===== src/rtl/ku_aurora_link_supervisor_if.sv =====
// Signal bundle between the Aurora bootup controller / core and the link supervisor.
// The slave modport is the supervisor's view; master is the controller/core side.
interface ku_aurora_link_supervisor_if;
  logic        PMA_INIT;
  logic        RESET_PB;
  logic        CHANNEL_UP;
  logic        HARD_ERR;
  logic        SOFT_ERR;
  logic        PMA_INIT_O;
  logic        RESET_PB_O;
  logic        LINK_OK;
  logic        HARD_FAIL;
  logic [2:0]  STATE;
  logic [7:0]  RETRY_CNT;
  logic [7:0]  DROP_CNT;
  logic [15:0] SOFT_ERR_CNT;

  modport slave (
    input  PMA_INIT,
    input  RESET_PB,
    input  CHANNEL_UP,
    input  HARD_ERR,
    input  SOFT_ERR,
    output PMA_INIT_O,
    output RESET_PB_O,
    output LINK_OK,
    output HARD_FAIL,
    output STATE,
    output RETRY_CNT,
    output DROP_CNT,
    output SOFT_ERR_CNT
  );

  modport master (
    output PMA_INIT,
    output RESET_PB,
    output CHANNEL_UP,
    output HARD_ERR,
    output SOFT_ERR,
    input  PMA_INIT_O,
    input  RESET_PB_O,
    input  LINK_OK,
    input  HARD_FAIL,
    input  STATE,
    input  RETRY_CNT,
    input  DROP_CNT,
    input  SOFT_ERR_CNT
  );
endinterface


===== src/rtl/ku_aurora_link_supervisor.sv =====
// Aurora 64b66b link supervisor: watches CHANNEL_UP/HARD_ERR after bootup and re-runs the
// PMA_INIT/RESET_PB sequence on failure, giving up after MAX_RETRY attempts.
module ku_aurora_link_supervisor #(
  parameter int unsigned UP_TIMEOUT    = 500000,
  parameter int unsigned STABLE_CYCLES = 10000,
  parameter int unsigned REINIT_WIDTH  = 128,
  parameter int unsigned MAX_RETRY     = 7,
  parameter int unsigned TMR_W         = 20
) (
  input logic                       CLK100,
  input logic                       RST_N,
  ku_aurora_link_supervisor_if.slave link
);

  typedef enum logic [2:0] {
    StBoot   = 3'd0,
    StWaitUp = 3'd1,
    StStable = 3'd2,
    StUp     = 3'd3,
    StRePma  = 3'd4,
    StRePb   = 3'd5,
    StFail   = 3'd6
  } state_e;

  localparam logic [TMR_W-1:0] UpLast     = TMR_W'(UP_TIMEOUT - 1);
  localparam logic [TMR_W-1:0] StableLast = TMR_W'(STABLE_CYCLES - 1);
  localparam logic [TMR_W-1:0] ReLast     = TMR_W'(REINIT_WIDTH - 1);
  localparam logic [7:0]       RetryMax   = 8'(MAX_RETRY);

  state_e             state_q, state_d;
  logic [TMR_W-1:0]   timer_q, timer_d;
  logic               pma_q, pma_d;
  logic               pb_q, pb_d;
  logic [7:0]         retry_q, retry_d;
  logic [7:0]         drop_q, drop_d;
  logic [15:0]        soft_q, soft_d;
  logic               reinit;
  logic               ext_boot;

  assign ext_boot = link.PMA_INIT | link.RESET_PB;

  always_comb begin
    state_d = state_q;
    timer_d = timer_q + 1'b1;
    pma_d   = pma_q;
    pb_d    = pb_q;
    retry_d = retry_q;
    drop_d  = drop_q;
    soft_d  = soft_q;
    reinit  = 1'b0;

    if (state_q == StUp && link.SOFT_ERR && soft_q != 16'hFFFF) begin
      soft_d = soft_q + 16'd1;
    end

    unique case (state_q)
      StBoot: begin
        timer_d = '0;
        if (!ext_boot) state_d = StWaitUp;
      end
      StWaitUp: begin
        if (ext_boot) begin
          state_d = StBoot;
        end else if (link.HARD_ERR) begin
          reinit = 1'b1;
        end else if (link.CHANNEL_UP) begin
          state_d = StStable;
        end else if (timer_q == UpLast) begin
          reinit = 1'b1;
        end
      end
      StStable: begin
        if (ext_boot) begin
          state_d = StBoot;
        end else if (link.HARD_ERR || !link.CHANNEL_UP) begin
          reinit = 1'b1;
        end else if (timer_q == StableLast) begin
          state_d = StUp;
          retry_d = '0;
        end
      end
      StUp: begin
        timer_d = '0;
        if (ext_boot) begin
          state_d = StBoot;
        end else if (link.HARD_ERR || !link.CHANNEL_UP) begin
          if (drop_q != 8'hFF) drop_d = drop_q + 8'd1;
          reinit = 1'b1;
        end
      end
      StRePma: begin
        if (timer_q == ReLast) begin
          state_d = StRePb;
          pma_d   = 1'b0;
        end
      end
      StRePb: begin
        if (timer_q == ReLast) begin
          state_d = StWaitUp;
          pb_d    = 1'b0;
        end
      end
      StFail: begin
        timer_d = '0;
      end
      default: begin
        state_d = StBoot;
        pma_d   = 1'b0;
        pb_d    = 1'b0;
      end
    endcase

    if (reinit) begin
      if (retry_q == RetryMax) begin
        state_d = StFail;
        pma_d   = 1'b0;
        pb_d    = 1'b1;
      end else begin
        retry_d = retry_q + 8'd1;
        state_d = StRePma;
        pma_d   = 1'b1;
        pb_d    = 1'b1;
      end
    end

    // Every state entry restarts the timer.
    if (state_d != state_q) timer_d = '0;
  end

  always_ff @(posedge CLK100 or negedge RST_N) begin
    if (!RST_N) begin
      state_q <= StBoot;
      timer_q <= '0;
      pma_q   <= 1'b0;
      pb_q    <= 1'b0;
      retry_q <= '0;
      drop_q  <= '0;
      soft_q  <= '0;
    end else begin
      state_q <= state_d;
      timer_q <= timer_d;
      pma_q   <= pma_d;
      pb_q    <= pb_d;
      retry_q <= retry_d;
      drop_q  <= drop_d;
      soft_q  <= soft_d;
    end
  end

  // The OR with the bootup pins is the only combinational term on the core reset lines.
  assign link.PMA_INIT_O   = link.PMA_INIT | pma_q;
  assign link.RESET_PB_O   = link.RESET_PB | pb_q;
  assign link.LINK_OK      = (state_q == StUp);
  assign link.HARD_FAIL    = (state_q == StFail);
  assign link.STATE        = state_q;
  assign link.RETRY_CNT    = retry_q;
  assign link.DROP_CNT     = drop_q;
  assign link.SOFT_ERR_CNT = soft_q;

endmodule


===== src/flat_wrapper.sv =====
// flat-port wrapper written by rule: the top's interface ports become plain ports
module ku_aurora_link_supervisor_flat 
#(
  parameter int unsigned UP_TIMEOUT    = 500000,
  parameter int unsigned STABLE_CYCLES = 10000,
  parameter int unsigned REINIT_WIDTH  = 128,
  parameter int unsigned MAX_RETRY     = 7,
  parameter int unsigned TMR_W         = 20
)
  (CLK100, RST_N, link_PMA_INIT, link_RESET_PB, link_CHANNEL_UP, link_HARD_ERR, link_SOFT_ERR, link_PMA_INIT_O, link_RESET_PB_O, link_LINK_OK, link_HARD_FAIL, link_STATE, link_RETRY_CNT, link_DROP_CNT, link_SOFT_ERR_CNT);
  ku_aurora_link_supervisor_if link_i ();
  input logic CLK100;
  input logic RST_N;
  input wire logic [$bits(link_i.PMA_INIT)-1:0] link_PMA_INIT;
  input wire logic [$bits(link_i.RESET_PB)-1:0] link_RESET_PB;
  input wire logic [$bits(link_i.CHANNEL_UP)-1:0] link_CHANNEL_UP;
  input wire logic [$bits(link_i.HARD_ERR)-1:0] link_HARD_ERR;
  input wire logic [$bits(link_i.SOFT_ERR)-1:0] link_SOFT_ERR;
  output wire logic [$bits(link_i.PMA_INIT_O)-1:0] link_PMA_INIT_O;
  output wire logic [$bits(link_i.RESET_PB_O)-1:0] link_RESET_PB_O;
  output wire logic [$bits(link_i.LINK_OK)-1:0] link_LINK_OK;
  output wire logic [$bits(link_i.HARD_FAIL)-1:0] link_HARD_FAIL;
  output wire logic [$bits(link_i.STATE)-1:0] link_STATE;
  output wire logic [$bits(link_i.RETRY_CNT)-1:0] link_RETRY_CNT;
  output wire logic [$bits(link_i.DROP_CNT)-1:0] link_DROP_CNT;
  output wire logic [$bits(link_i.SOFT_ERR_CNT)-1:0] link_SOFT_ERR_CNT;
  assign link_i.PMA_INIT = link_PMA_INIT;
  assign link_i.RESET_PB = link_RESET_PB;
  assign link_i.CHANNEL_UP = link_CHANNEL_UP;
  assign link_i.HARD_ERR = link_HARD_ERR;
  assign link_i.SOFT_ERR = link_SOFT_ERR;
  assign link_PMA_INIT_O = link_i.PMA_INIT_O;
  assign link_RESET_PB_O = link_i.RESET_PB_O;
  assign link_LINK_OK = link_i.LINK_OK;
  assign link_HARD_FAIL = link_i.HARD_FAIL;
  assign link_STATE = link_i.STATE;
  assign link_RETRY_CNT = link_i.RETRY_CNT;
  assign link_DROP_CNT = link_i.DROP_CNT;
  assign link_SOFT_ERR_CNT = link_i.SOFT_ERR_CNT;
  ku_aurora_link_supervisor #(.UP_TIMEOUT(UP_TIMEOUT), .STABLE_CYCLES(STABLE_CYCLES), .REINIT_WIDTH(REINIT_WIDTH), .MAX_RETRY(MAX_RETRY), .TMR_W(TMR_W)) u_core (.CLK100(CLK100), .RST_N(RST_N), .link(link_i));
endmodule

===== config.mk =====
export PLATFORM = sky130hd
export DESIGN_NAME = ku_aurora_link_supervisor_flat
export DESIGN_NICKNAME = d
export VERILOG_FILES = /design/src/rtl/ku_aurora_link_supervisor_if.sv /design/src/rtl/ku_aurora_link_supervisor.sv /design/src/flat_wrapper.sv
export SDC_FILE = /design/constraint.sdc
export NUM_CORES = 1
export LEC_CHECK = 0
export ABC_AREA = 1
export BUFFER_PORTS_ARGS = -buffer_cell sky130_fd_sc_hd__buf_2
export CAP_MARGIN = 20
export CORE_MARGIN = 1
export CORE_UTILIZATION = 45
export DETAILED_ROUTE_END_ITERATION = 7
export GPL_TIMING_DRIVEN = 0
export PLACE_DENSITY = 0.75
export SETUP_SLACK_MARGIN = 0.3
export SLEW_MARGIN = 20
export SYNTH_ARGS = -nofsm -noshare
export SYNTH_HDL_FRONTEND = slang
export SYNTH_SLANG_ARGS = --single-unit

===== constraint.sdc =====
create_clock -name CLK100 -period 4 [get_ports CLK100]
set_input_delay 0.8 -clock CLK100 [delete_from_list [all_inputs] [get_ports CLK100]]
set_output_delay 0.8 -clock CLK100 [all_outputs]
set_load 0.02 [all_outputs]

# [Word-level counts from Yosys, hierarchy flattened]
# Cells that the tools add are included.
[op_classes] add_sub_neg=4 eq_ne=17 n_mux=34 n_bitwise=4 reduce_logical=12
[op_table] operator="8-bit 2-to-1 mux" n=6
[op_table] operator="20-bit 2-to-1 mux" n=2
[op_table] operator="3-bit 2-to-1 mux" n=11
[op_table] operator="3-bit case mux with 7 select lines" n=1
[op_table] operator="20-bit by 1-bit adder with 20-bit output (second input constant)" n=1
[op_table] operator="20-bit by 14-bit equality test with 1-bit output (second input constant)" n=1
[op_table] operator="20-bit by 19-bit equality test with 1-bit output (second input constant)" n=1
[op_table] operator="20-bit by 7-bit equality test with 1-bit output (second input constant)" n=1
[op_table] operator="16-bit by 1-bit adder with 16-bit output (second input constant)" n=1
[op_table] operator="8-bit by 1-bit adder with 8-bit output (second input constant)" n=2
[op_table] operator="16-bit inequality test (second input constant)" n=1
[op_table] operator="6-bit OR reduction" n=2
[op_table] operator="1-bit 2-to-1 mux" n=10
[op_table] operator="3-bit equality test (second input constant)" n=3
[op_table] operator="8-bit by 3-bit equality test with 1-bit output (second input constant)" n=1
[op_table] operator="8-bit inequality test (second input constant)" n=1
[op_table] operator="3-bit by 2-bit equality test with 1-bit output (second input constant)" n=2
[op_table] operator="3-bit by 1-bit inequality test with 1-bit output (second input constant)" n=2
[op_table] operator="1-bit case mux with 2 select lines" n=3
[op_table] operator="2-bit by 1-bit inequality test with 1-bit output (second input constant)" n=2
[op_table] operator="2-bit AND reduction" n=2
[op_table] operator="4-bit AND reduction" n=1
[op_table] operator="3-bit by 1-bit equality test with 1-bit output (second input constant)" n=1
[op_table] operator="3-bit zero test" n=1
[op_table] operator="other kinds (9)" n=12
[totals] regBits=57 inputBits=7 out_inout_bits=39 wordCells=78

# [Longest topological paths before layout]
# Gate-level depths: netlist (run 1).
[logic_depth] ltp_word=9 depth_mapped=15

# [Least setup slack after synthesis (run 1)]
# No wires, ideal clock.
[synth_timing] path_type="input -> register" start="input port link_CHANNEL_UP" end="register u_core.timer_q[8]" setup_ns=0.123 t_arrival_ns=1.896 required_ns=3.877 setup_slack_ns=1.981 cell_stages=12 path_buffers=1 path_cell_list="inv_1 -> nor2_1 -> nand2_1 -> nor3_2 -> nand3_2 -> nand3_1 -> nand3_1 -> nand2_1 -> nand2_1 -> nand3_2 -> buf_6 -> nor2_1"
[synth_between] elab_chain_len=8 elab_cells_between_ends=17
[synth_lines] item="start: declaration" line_no="flat_wrapper.sv:16" text="input wire logic [$bits(link_i.CHANNEL_UP)-1:0] link_CHANNEL_UP;"
[synth_lines] item="1-bit zero test" line_no="ku_aurora_link_supervisor.sv:75, ku_aurora_link_supervisor.sv:86"
[synth_lines] item="1-bit logical OR" line_no="ku_aurora_link_supervisor.sv:75, ku_aurora_link_supervisor.sv:86"
[synth_lines] item="3-bit 2-to-1 mux / 1-bit 2-to-1 mux (equally long branches)" line_no="ku_aurora_link_supervisor.sv:75, ku_aurora_link_supervisor.sv:86"
[synth_lines] item="3-bit 2-to-1 mux / 1-bit 2-to-1 mux (equally long branches)" line_no="ku_aurora_link_supervisor.sv:73" text="if (ext_boot) begin"
[synth_lines] item="3-bit case mux with 7 select lines / 1-bit case mux with 2 select lines (equally long branches)" line_no="ku_aurora_link_supervisor.sv:56" text="unique case (state_q)"
[synth_lines] item="3-bit 2-to-1 mux *" line_no="ku_aurora_link_supervisor.sv:113" text="if (reinit) begin"
[synth_lines] item="3-bit inequality test *" line_no="ku_aurora_link_supervisor.sv:127" text="if (state_d != state_q) timer_d = '0;"
[synth_lines] item="20-bit 2-to-1 mux *" line_no="ku_aurora_link_supervisor.sv:127"
[synth_lines] item="via u_core.timer_d[8]" line_no="ku_aurora_link_supervisor.sv:31" text="logic [TMR_W-1:0] timer_q, timer_d;"
[synth_lines] item="end signal: assignment" line_no="ku_aurora_link_supervisor.sv:141" text="timer_q <= timer_d;"
[synth_lines] item="end: declaration" line_no="ku_aurora_link_supervisor.sv:31"
# Mark *: on every way through the listed nets, which the timed path passes. The rest lies on a longest branch.
# A chain may end at the register's enable or synchronous reset.

# [Worst setup path after layout (run 1)]
[layout_timing] start="register u_core.state_q[1], in the netlist u_core.link.STATE[1]" end="output port link_HARD_FAIL"
[layout_between] elab_chain_len=1
[layout_lines] item="start: declaration" line_no="ku_aurora_link_supervisor.sv:30" text="state_e state_q, state_d;"
[layout_lines] item="start signal: assignment" line_no="ku_aurora_link_supervisor.sv:132" text="state_q <= StBoot;"
[layout_lines] item="start signal: assignment" line_no="ku_aurora_link_supervisor.sv:140" text="state_q <= state_d;"
[layout_lines] item="3-bit equality test" line_no="ku_aurora_link_supervisor.sv:154" text="assign link.HARD_FAIL = (state_q == StFail);"
[layout_lines] item="end: declaration" line_no="flat_wrapper.sv:22" text="output wire logic [$bits(link_i.HARD_FAIL)-1:0] link_HARD_FAIL;"
# No other way between the ends.

==> tab_implementation.tex, run 1 <==
\begin{tabular}{lr}
\hline
Metric & Value \\
\hline
\multicolumn{2}{l}{\textbf{Outcome}} \\
\quad Result of the run & completed \\
\multicolumn{2}{l}{\textbf{Floorplanning}} \\
\quad Number of primary I/O pins & 46 \\
\quad Die Wd & about 87 µm \\
\quad Floorplan die area & roughly 0.0076 mm² \\
\quad Std-Cell Core Area & around 0.0069 mm² \\
\quad Initial cell density of the core & a little under half \\
\quad Floorplan die height & 87.4 µm \\
\quad \# rows & 30 \\
\multicolumn{2}{l}{\textbf{Placed design}} \\
\quad HPWL after DPL & slightly above 5000 µm \\
\quad DP Cell Count & 567 \\
\quad Count of buffers from port buffering & between 40 and 50 \\
\quad Final Wtd Congestion & 0.890 \\
\multicolumn{2}{l}{\textbf{Yosys}} \\
\quad Main flop type after synthesis & dfrtp\_1 \\
\quad Synth Warn \# & 0 \\
\quad Summed instance area of the synthesized netlist & approximately 0.0033 mm² \\
\quad Ranking of synthesized cells by area & dfrtp\_1, nand2\_1, nor2\_1, nand3\_1, inv\_1 \\
\quad Synthesized instance count & approximately 430 \\
\quad Library cell with the largest summed area after synthesis & dfrtp\_1 \\
\quad Count of flip-flops with a built-in enable after synthesis & 0 \\
\quad Area share of the leading cell type in the synthesized netlist & $\sim$44\% \\
\quad Post-Synthesis Mean Instance Area & roughly 7.7 µm² \\
\quad Most common cell in the synthesized netlist & nand2\_1 \\
\quad Flip-flop and latch count after synthesis & 57 \\
\quad Ranking of synthesized cells by instance count & nand2\_1, nor2\_1, inv\_1 \\
\quad Library cells used by synthesis & 31 \\
\quad Net Count, Synth & 437 \\
\quad Async set-reset flop share out of synthesis & 100\% \\
\quad Sequential area share after synthesis & a little over two fifths \\
\multicolumn{2}{l}{\textbf{Timing}} \\
\quad Number of max-slew violations in the final report & 0 \\
\quad Number of hold violations in the final report & 0 \\
\quad Relative slew slack & between 50\% and 60\% \\
\quad Minimum clock period & approximately 2.3 ns \\
\quad Fin crit share & a little under three fifths \\
\quad Pin slew with the least headroom to its limit & 0.706 ns \\
\quad Setup tns final & 0 ns \\
\quad Final setup violation count & 0 \\
\quad Tightest hold margin & around 0.48 ns \\
\quad Maximum clock skew at final layout & around 0.0057 ns \\
\quad Unrepaired setup endpoints after global routing & false \\
\quad Timing-limited maximum frequency & about 440 MHz \\
\multicolumn{2}{l}{\textbf{Cells and area}} \\
\quad Number of inserted diodes & 0 \\
\quad Layout cell share with drive strength beyond 1 & between 10\% and 20\% \\
\quad P\&R area growth vs syn & 16.5\% \\
\quad Final-stage net count & between 400 and 500 \\
\quad Sequential cell area in the final layout & around 0.0014 mm² \\
\quad Area used by multi-input combinational logic & 0.00157 mm² \\
\quad Fill cell count & between 600 and 700 \\
\quad Count of non-filler cells in the finished layout & $\sim$580 \\
\quad Utilization of the core after routing & a little under three fifths \\
\multicolumn{2}{l}{\textbf{Routing}} \\
\quad Final routed wirelength across all metal layers & 7020 µm \\
\quad Number of vias in the routed layout & approximately 2,900 \\
\quad Antenna-violating nets left & 0 \\
\quad Routed vias/inst & 4.97 \\
\quad Router iterations before antenna repair & 4 \\
\quad Drt first-iter violations & 216 \\
\quad Mean routed wirelength per cell & 12.1 µm \\
\quad DRC & 0 \\
\multicolumn{2}{l}{\textbf{Setup path}} \\
\quad Worst path cell trace & inv\_2 -> nor2\_2 -> nand2\_1 -> inv\_1 -> buf\_2 \\
\quad Destination of the worst register-to-register timing path & u\_core.timer\_q[4] \\
\quad Stage delay of the slowest cell on the critical path & around 0.47 ns \\
\quad Category of the critical setup timing path & reg2out \\
\quad WP data required & about 3.2 ns \\
\quad Buffer and inverter count on the worst path & 3 \\
\quad CP startpoint & u\_core.link.STATE[1] \\
\quad Critical path peak fanout & 7 \\
\quad Library cell contributing the largest single delay on the critical path & dfrtp\_1 \\
\quad Flop-to-flop setup slack & about 1.9 ns \\
\quad Worst reg2reg path depth & 15 \\
\quad Arrival @ worst endpoint & 1.47 ns \\
\quad Delay-heaviest family, CP & flip-flops \\
\quad Startpoint type of the worst setup path & flip-flop \\
\quad Reg2reg start & u\_core.timer\_q[0] \\
\quad Critical Path End Type & output port \\
\multicolumn{2}{l}{\textbf{Power and ir drop}} \\
\quad Cell Pwr Density & approximately 420 mW/mm² \\
\quad Leakage power & slightly below 2 nW \\
\quad Maximum vdd ir drop & between 0.2 and 0.25 mV \\
\quad Total power & between 0.0015 and 0.002 W \\
\multicolumn{2}{l}{\textbf{CTS}} \\
\quad Clk Latency, worst-skew pair & between 0.3 and 0.4 ns \\
\quad TritonCTS clock tree & yes \\
\quad Number of buffers inserted for hold repair after clock tree synthesis & 0 \\
\quad Number of sinks driven by the clock tree & 57 \\
\quad Clock edge transition at the registers on the reported setup and hold paths & about 0.070 ns \\
\quad Buffers inserted during post-CTS setup optimization & 0 \\
\quad CTS H-tree depth & 3 \\
\quad Resized Gates After CTS & 0 \\
\quad Buffer depth of the longest clock path & 2 \\
\quad CTS Buf Count & 9 \\
\quad Clock root cell & clkbuf\_8 \\
\multicolumn{2}{l}{\textbf{Global routing}} \\
\quad First-pass GRT wire length & 11,900 µm \\
\quad Number of global-route vias before repair & between 2,000 and 3,000 \\
\quad Antenna violations before repair & 0 \\
\quad GRT Residual Overflow & 0 \\
\quad Maximum number of pins on one net before global-route repair & 58 \\
\quad Overall global routing resource usage & about a fifth \\
\multicolumn{2}{l}{\textbf{Worst hold path}} \\
\quad Worst hold-check path type & reg2reg \\
\quad Hold path depth & 2 \\
\quad Launch point of the worst hold path & u\_core.pma\_q \\
\quad Hold Crit Endpoint & u\_core.pma\_q \\
\multicolumn{2}{l}{\textbf{Flow run}} \\
\quad Maximum Capacitance Violations & 0 \\
\hline
\end{tabular}
## registers in the layout (all words and copies together), names as in the netlist
name and cells:
u_core.link.DROP_CNT 8, u_core.link.RETRY_CNT 8, u_core.link.SOFT_ERR_CNT 16, u_core.link.STATE 3, u_core.pb_q 1, u_core.pma_q 1, u_core.timer_q 20
## cells in the final DEF, fill, tap and decap left out, drive strengths merged, types with 3 or more instances in the layout
cell and n:
a21oi 3, clkbuf 12, ha 4, dfrtp 57
o21ai 10, buf 48, nand2 85, xnor2 12
clkinv 3, inv 64, or2 4, xor2 10
nor3 21, nand4 10, nor2 75, nand3 53
## tightest hold or removal path: stages, from the launching register on
cell and delay (ns):
dfrtp_1 0.35, nand2_1 0.05, nand2_1 0.05
## through the flow
stage / cell area (µm²) / setup WS [ns]
CTS: 3820 / 1.71
global route: 3820 / 1.59
floorplan: 3280 / 1.98
detailed placement: 3630 / 1.61
global placement: 3620 / 1.63
finish: 3820 / 1.73
## worst max-delay path by stage
stage	cells after the start	to
6_report	5	link_HARD_FAIL
3_3_place_gp	13	u_core.timer_q[11]
4_1_cts	5	link_LINK_OK
2_1_floorplan	12	u_core.timer_q[8]
5_1_grt	5	link_HARD_FAIL
3_5_place_dp	12	u_core.timer_q[14]
## cell families (layout without fill, tap and decap cells)
logic type      Yosys count  after routing  synth area share, %
compound gates           19             19                 3.40
xor+xnor                 22             22                 5.88
fa+ha+maj                 4              4                 1.53
buf+inv                  69            129                 8.59
flops                    57             57                 43.5
mux                       2              2                0.687
simple gates            253            253                 36.4
## cell type report
cell class | count | share of cell area [%]
clock buffers | 10 | 3.60
flip-flops and latches | 57 | 37.3
clock inverters | 5 | 1.47
repair buffers | 45 | 5.96
plain buffers | 5 | 1.08
inverters | 64 | 6.29
well taps | 96 | 3.14
multi-input cells | 300 | 41.1
## per-layer routing
| layer | wire length [µm] | share of wire [%] | track usage [%] | up-vias |
|---|---|---|---|---|
| met4 | 172 | 2.5 | 10.3 | 0 |
| met5 | 0 | 0 | 0 | - |
| met3 | 322 | 4.6 | 5.31 | 16 |
| met2 | 3370 | 48 | 32.4 | 81 |
| met1 | 3150 | 45 | 25.2 | 1327 |
| li1 | - | - | - | 1467 |
## power by group
group | total, W | switching (W) | leakage [nW] | internal (W)
clock | 0.000537 | 0.000237 | 0.0981 | 0.000300
sequential | 0.000668 | 0.0000496 | 0.760 | 0.000618
combinational | 0.000393 | 0.000262 | 1.07 | 0.000131
total | 0.00160 | 0.000549 | 1.93 | 0.00105
No activity file was read; power rests on OpenSTA's default activity.
==> run 2, diff against run 1 <==
ABC_AREA = 0   (was 1)
PLACE_DENSITY = 0.78   (was 0.75)
clock period = 2 ns   (was 4 ns; I/O delays follow)
==> tab_implementation.tex, run 2 <==
\begin{tabular}{lr}
\hline
Metric & Value \\
\hline
\multicolumn{2}{l}{\textbf{Outcome}} \\
\quad Result of the run & finished with violations \\
\quad Failing checks & setup timing \\
\multicolumn{2}{l}{\textbf{Timing}} \\
\quad Setup tns final & -7.24 ns \\
\quad Pin slew with the least headroom to its limit & between 0.7 and 0.8 ns \\
\quad Minimum clock period & 2.33 ns \\
\quad Number of max-slew violations in the final report & 0 \\
\quad Relative slew slack & 49.0\% \\
\quad Final setup violation count & 35 \\
\quad Final WS setup & -0.325 ns \\
\quad Number of hold violations in the final report & 0 \\
\quad Fin crit share & 116\% \\
\quad Unrepaired setup endpoints after global routing & true \\
\quad Timing-limited maximum frequency & 430 MHz \\
\quad Maximum clock skew at final layout & approximately 0.016 ns \\
\multicolumn{2}{l}{\textbf{Yosys}} \\
\quad Count of flip-flops with a built-in enable after synthesis & 0 \\
\quad Net Count, Synth & just over 300 \\
\quad Ranking of synthesized cells by area & dfrtp\_1, xnor2\_1, xor2\_1, nor2\_1, nand3\_1 \\
\quad Main flop type after synthesis & dfrtp\_1 \\
\quad Post-Synthesis Mean Instance Area & between 9 and 10 µm² \\
\quad Async set-reset flop share out of synthesis & 100\% \\
\quad Flip-flop and latch count after synthesis & 57 \\
\quad Area share of the leading cell type in the synthesized netlist & 48.8\% \\
\quad Ranking of synthesized cells by instance count & dfrtp\_1, nor2\_1, nand2\_1 \\
\quad Library cells used by synthesis & 47 \\
\quad Library cell with the largest summed area after synthesis & dfrtp\_1 \\
\quad Sequential area share after synthesis & approximately half \\
\quad Synthesized instance count & 296 \\
\quad Summed instance area of the synthesized netlist & approximately 0.0029 mm² \\
\quad Synth Warn \# & 0 \\
\quad Most common cell in the synthesized netlist & dfrtp\_1 \\
\multicolumn{2}{l}{\textbf{CTS}} \\
\quad Buffer depth of the longest clock path & 2 \\
\quad Clock root cell & clkbuf\_8 \\
\quad CTS Buf Count & 9 \\
\quad CTS H-tree depth & 3 \\
\quad TritonCTS clock tree & yes \\
\quad Clock edge transition at the registers on the reported setup and hold paths & $\sim$0.080 ns \\
\quad Clk Latency, worst-skew pair & roughly 0.35 ns \\
\quad Number of sinks driven by the clock tree & 57 \\
\quad Number of buffers inserted for hold repair after clock tree synthesis & 0 \\
\multicolumn{2}{l}{\textbf{Cells and area}} \\
\quad Layout cell share with drive strength beyond 1 & a little under half \\
\quad Max reg flops & 20 \\
\quad Most common library cell in the layout ignoring fill and taps & dfrtp\_1 \\
\quad P\&R area growth vs syn & 48.9\% \\
\quad Number of inserted diodes & 0 \\
\quad Highest-count cells in the layout ignoring fill and taps & dfrtp\_1, buf\_2, nor2\_1 \\
\quad Final-stage net count & roughly 410 \\
\quad Utilization of the core after routing & between 60\% and 70\% \\
\quad Top register by number of flip-flops & u\_core.timer\_q \\
\multicolumn{2}{l}{\textbf{Global routing}} \\
\quad First-pass GRT wire length & between 10,000 and 15,000 µm \\
\quad GRT Residual Overflow & 0 \\
\quad Maximum number of pins on one net before global-route repair & between 50 and 60 \\
\quad Antenna violations before repair & 0 \\
\quad Number of global-route vias before repair & around 2,400 \\
\quad Overall global routing resource usage & between 20 and 25\% \\
\multicolumn{2}{l}{\textbf{Floorplanning}} \\
\quad Initial cell density of the core & a little under half \\
\quad \# rows & 29 \\
\quad Floorplan die height & 82.6 µm \\
\quad Std-Cell Core Area & about 0.0063 mm² \\
\quad Floorplan die area & between 0.006 and 0.007 mm² \\
\quad Number of primary I/O pins & 46 \\
\quad Die Wd & 82.6 µm \\
\multicolumn{2}{l}{\textbf{Routing}} \\
\quad Drt first-iter violations & about 300 \\
\quad Antenna-violating nets left & 0 \\
\quad Number of vias in the routed layout & approximately 2,800 \\
\quad Routed vias/inst & 5.90 \\
\quad Router iterations before antenna repair & 4 \\
\quad Mean routed wirelength per cell & $\sim$19 µm \\
\quad DRC & 0 \\
\quad Final routed wirelength across all metal layers & roughly 9200 µm \\
\multicolumn{2}{l}{\textbf{Placed design}} \\
\quad Final Wtd Congestion & between 0.8 and 0.9 \\
\quad HPWL after DPL & 4390 µm \\
\quad Count of buffers from port buffering & 45 \\
\multicolumn{2}{l}{\textbf{Setup path}} \\
\quad Category of the critical setup timing path & reg2reg \\
\quad Worst path cell trace & or4\_4 -> nor4\_4 -> nand3\_1 -> a311o\_1 -> o221ai\_4 -> buf\_12 -> buf\_6 -> nor2\_1 \\
\quad Critical path peak fanout & 8 \\
\quad Critical Path End Type & flip-flop \\
\quad Arrival @ worst endpoint & roughly 2.6 ns \\
\quad Startpoint type of the worst setup path & flip-flop \\
\quad WP data required & 2.23 ns \\
\quad Library cell contributing the largest single delay on the critical path & or4\_4 \\
\quad Stage delay of the slowest cell on the critical path & between 0.5 and 0.6 ns \\
\multicolumn{2}{l}{\textbf{Power and ir drop}} \\
\quad Leakage power & between 2 and 2.5 nW \\
\quad Cell Pwr Density & 967 mW/mm² \\
\quad Maximum vdd ir drop & approximately 0.76 mV \\
\multicolumn{2}{l}{\textbf{Worst hold path}} \\
\quad Worst hold-check path type & in2async \\
\multicolumn{2}{l}{\textbf{Flow run}} \\
\quad Maximum Capacitance Violations & 0 \\
\hline
\end{tabular}
[run 2: cell types whose count changed after synthesis, moves of 4 or more]
cell     previous run  this run
nand2_1            81        25
nor3_1             19         8
nor2_2              4         0
nor2_1             67        41
xnor2_1            12        23
nor4_1              1         5
nor2_4              4         0
nand2_4             4         0
xor2_1             10        19
nand3_2             4         0
nand3_1            49        23
inv_1              62         9
[run 2: worst max-delay path, delay by kind of cell (launching register included)]
family	cells	cell delay (ns)
simple gates	4	1.02
compound gates	2	0.48
flops	1	0.43
buf+inv	2	0.28
[run 2: area by class of cell]
cell class / count / area, µm²
buffer: 6 / 73.8
clock buffer: 9 / 124
clock inverter: 7 / 71.3
fill: 407 / 1960
inverter: 9 / 36.3
multi-input combinational: 224 / 1850
sequential: 57 / 1440
tap: 77 / 96.3
timing repair buffer: 89 / 667
[run 2: power by group]
| part | internal (W) | switching, W |
|---|---|---|
| clock network | 0.000571 | 0.000511 |
| registers | 0.00127 | 0.000155 |
| logic | 0.000796 | 0.000908 |
[run 2: kinds of logic (layout without fill, tap and decap cells)]
group	count (synthesis)	after routing	synth area share (%)
buf+inv	15	120	2.48
simple gates	142	142	25.5
xor+xnor	42	42	12.6
mux	4	4	1.45
flops	57	57	48.8
compound gates	32	32	7.53
fa+ha+maj	4	4	1.71
[run 2: stage by stage]
| step | hold WS, ns | std cells | instance area [µm²] | total power (W) | setup WS (ns) |
|---|---|---|---|---|---|
| finish | 0.0999 | 478 | 4350 | 0.00421 | -0.325 |
| CTS | 0.135 | 459 | 3930 | 0.00390 | -0.439 |
| global route | 0.165 | 478 | 4350 | 0.00437 | -0.382 |
| floorplan | 0.104 | 296 | 3020 | 0.00216 | -0.323 |
| global placement | 0.474 | 418 | 3350 | 0.00243 | -0.533 |
| detailed placement | 0.482 | 418 | 3350 | 0.00246 | -0.581 |
[run 2: path summary, 6_finish.rpt]
check / startpoint / endpoint / slack [ns] / cells past startpoint
max in group asynchronous: RST_N / u_core.link.STATE[0] / 1.37 / 1
min reg2reg: u_core.link.SOFT_ERR_CNT[15] / u_core.link.SOFT_ERR_CNT[15] / 0.49 / 1
max reg2reg: u_core.timer_q[8] / u_core.timer_q[16] / -0.33 / 8
min in group CLK100: u_core.link.SOFT_ERR_CNT[15] / u_core.link.SOFT_ERR_CNT[15] / 0.49 / 1
max: u_core.timer_q[8] / u_core.timer_q[16] / -0.33 / 8
min: RST_N / u_core.link.SOFT_ERR_CNT[10] / 0.1 / 1
[run 2: metal layers]
metal  share of wire [%]  global-route usage, %
met5                   0                      0
met4                 4.7                   10.7
met3                 6.1                   4.51
met2                  50                   36.2
met1                  39                   27.9
[run 2: repair_timing]
item | CTS | global route
hold endpoints to repair | 0 | 0
gates cloned | 2 | 0
pin swaps | 28 | 37
endpoints found under the setup margin | 48 | 59
buffers inserted | 23 | 19
resized for setup | 48 | 64
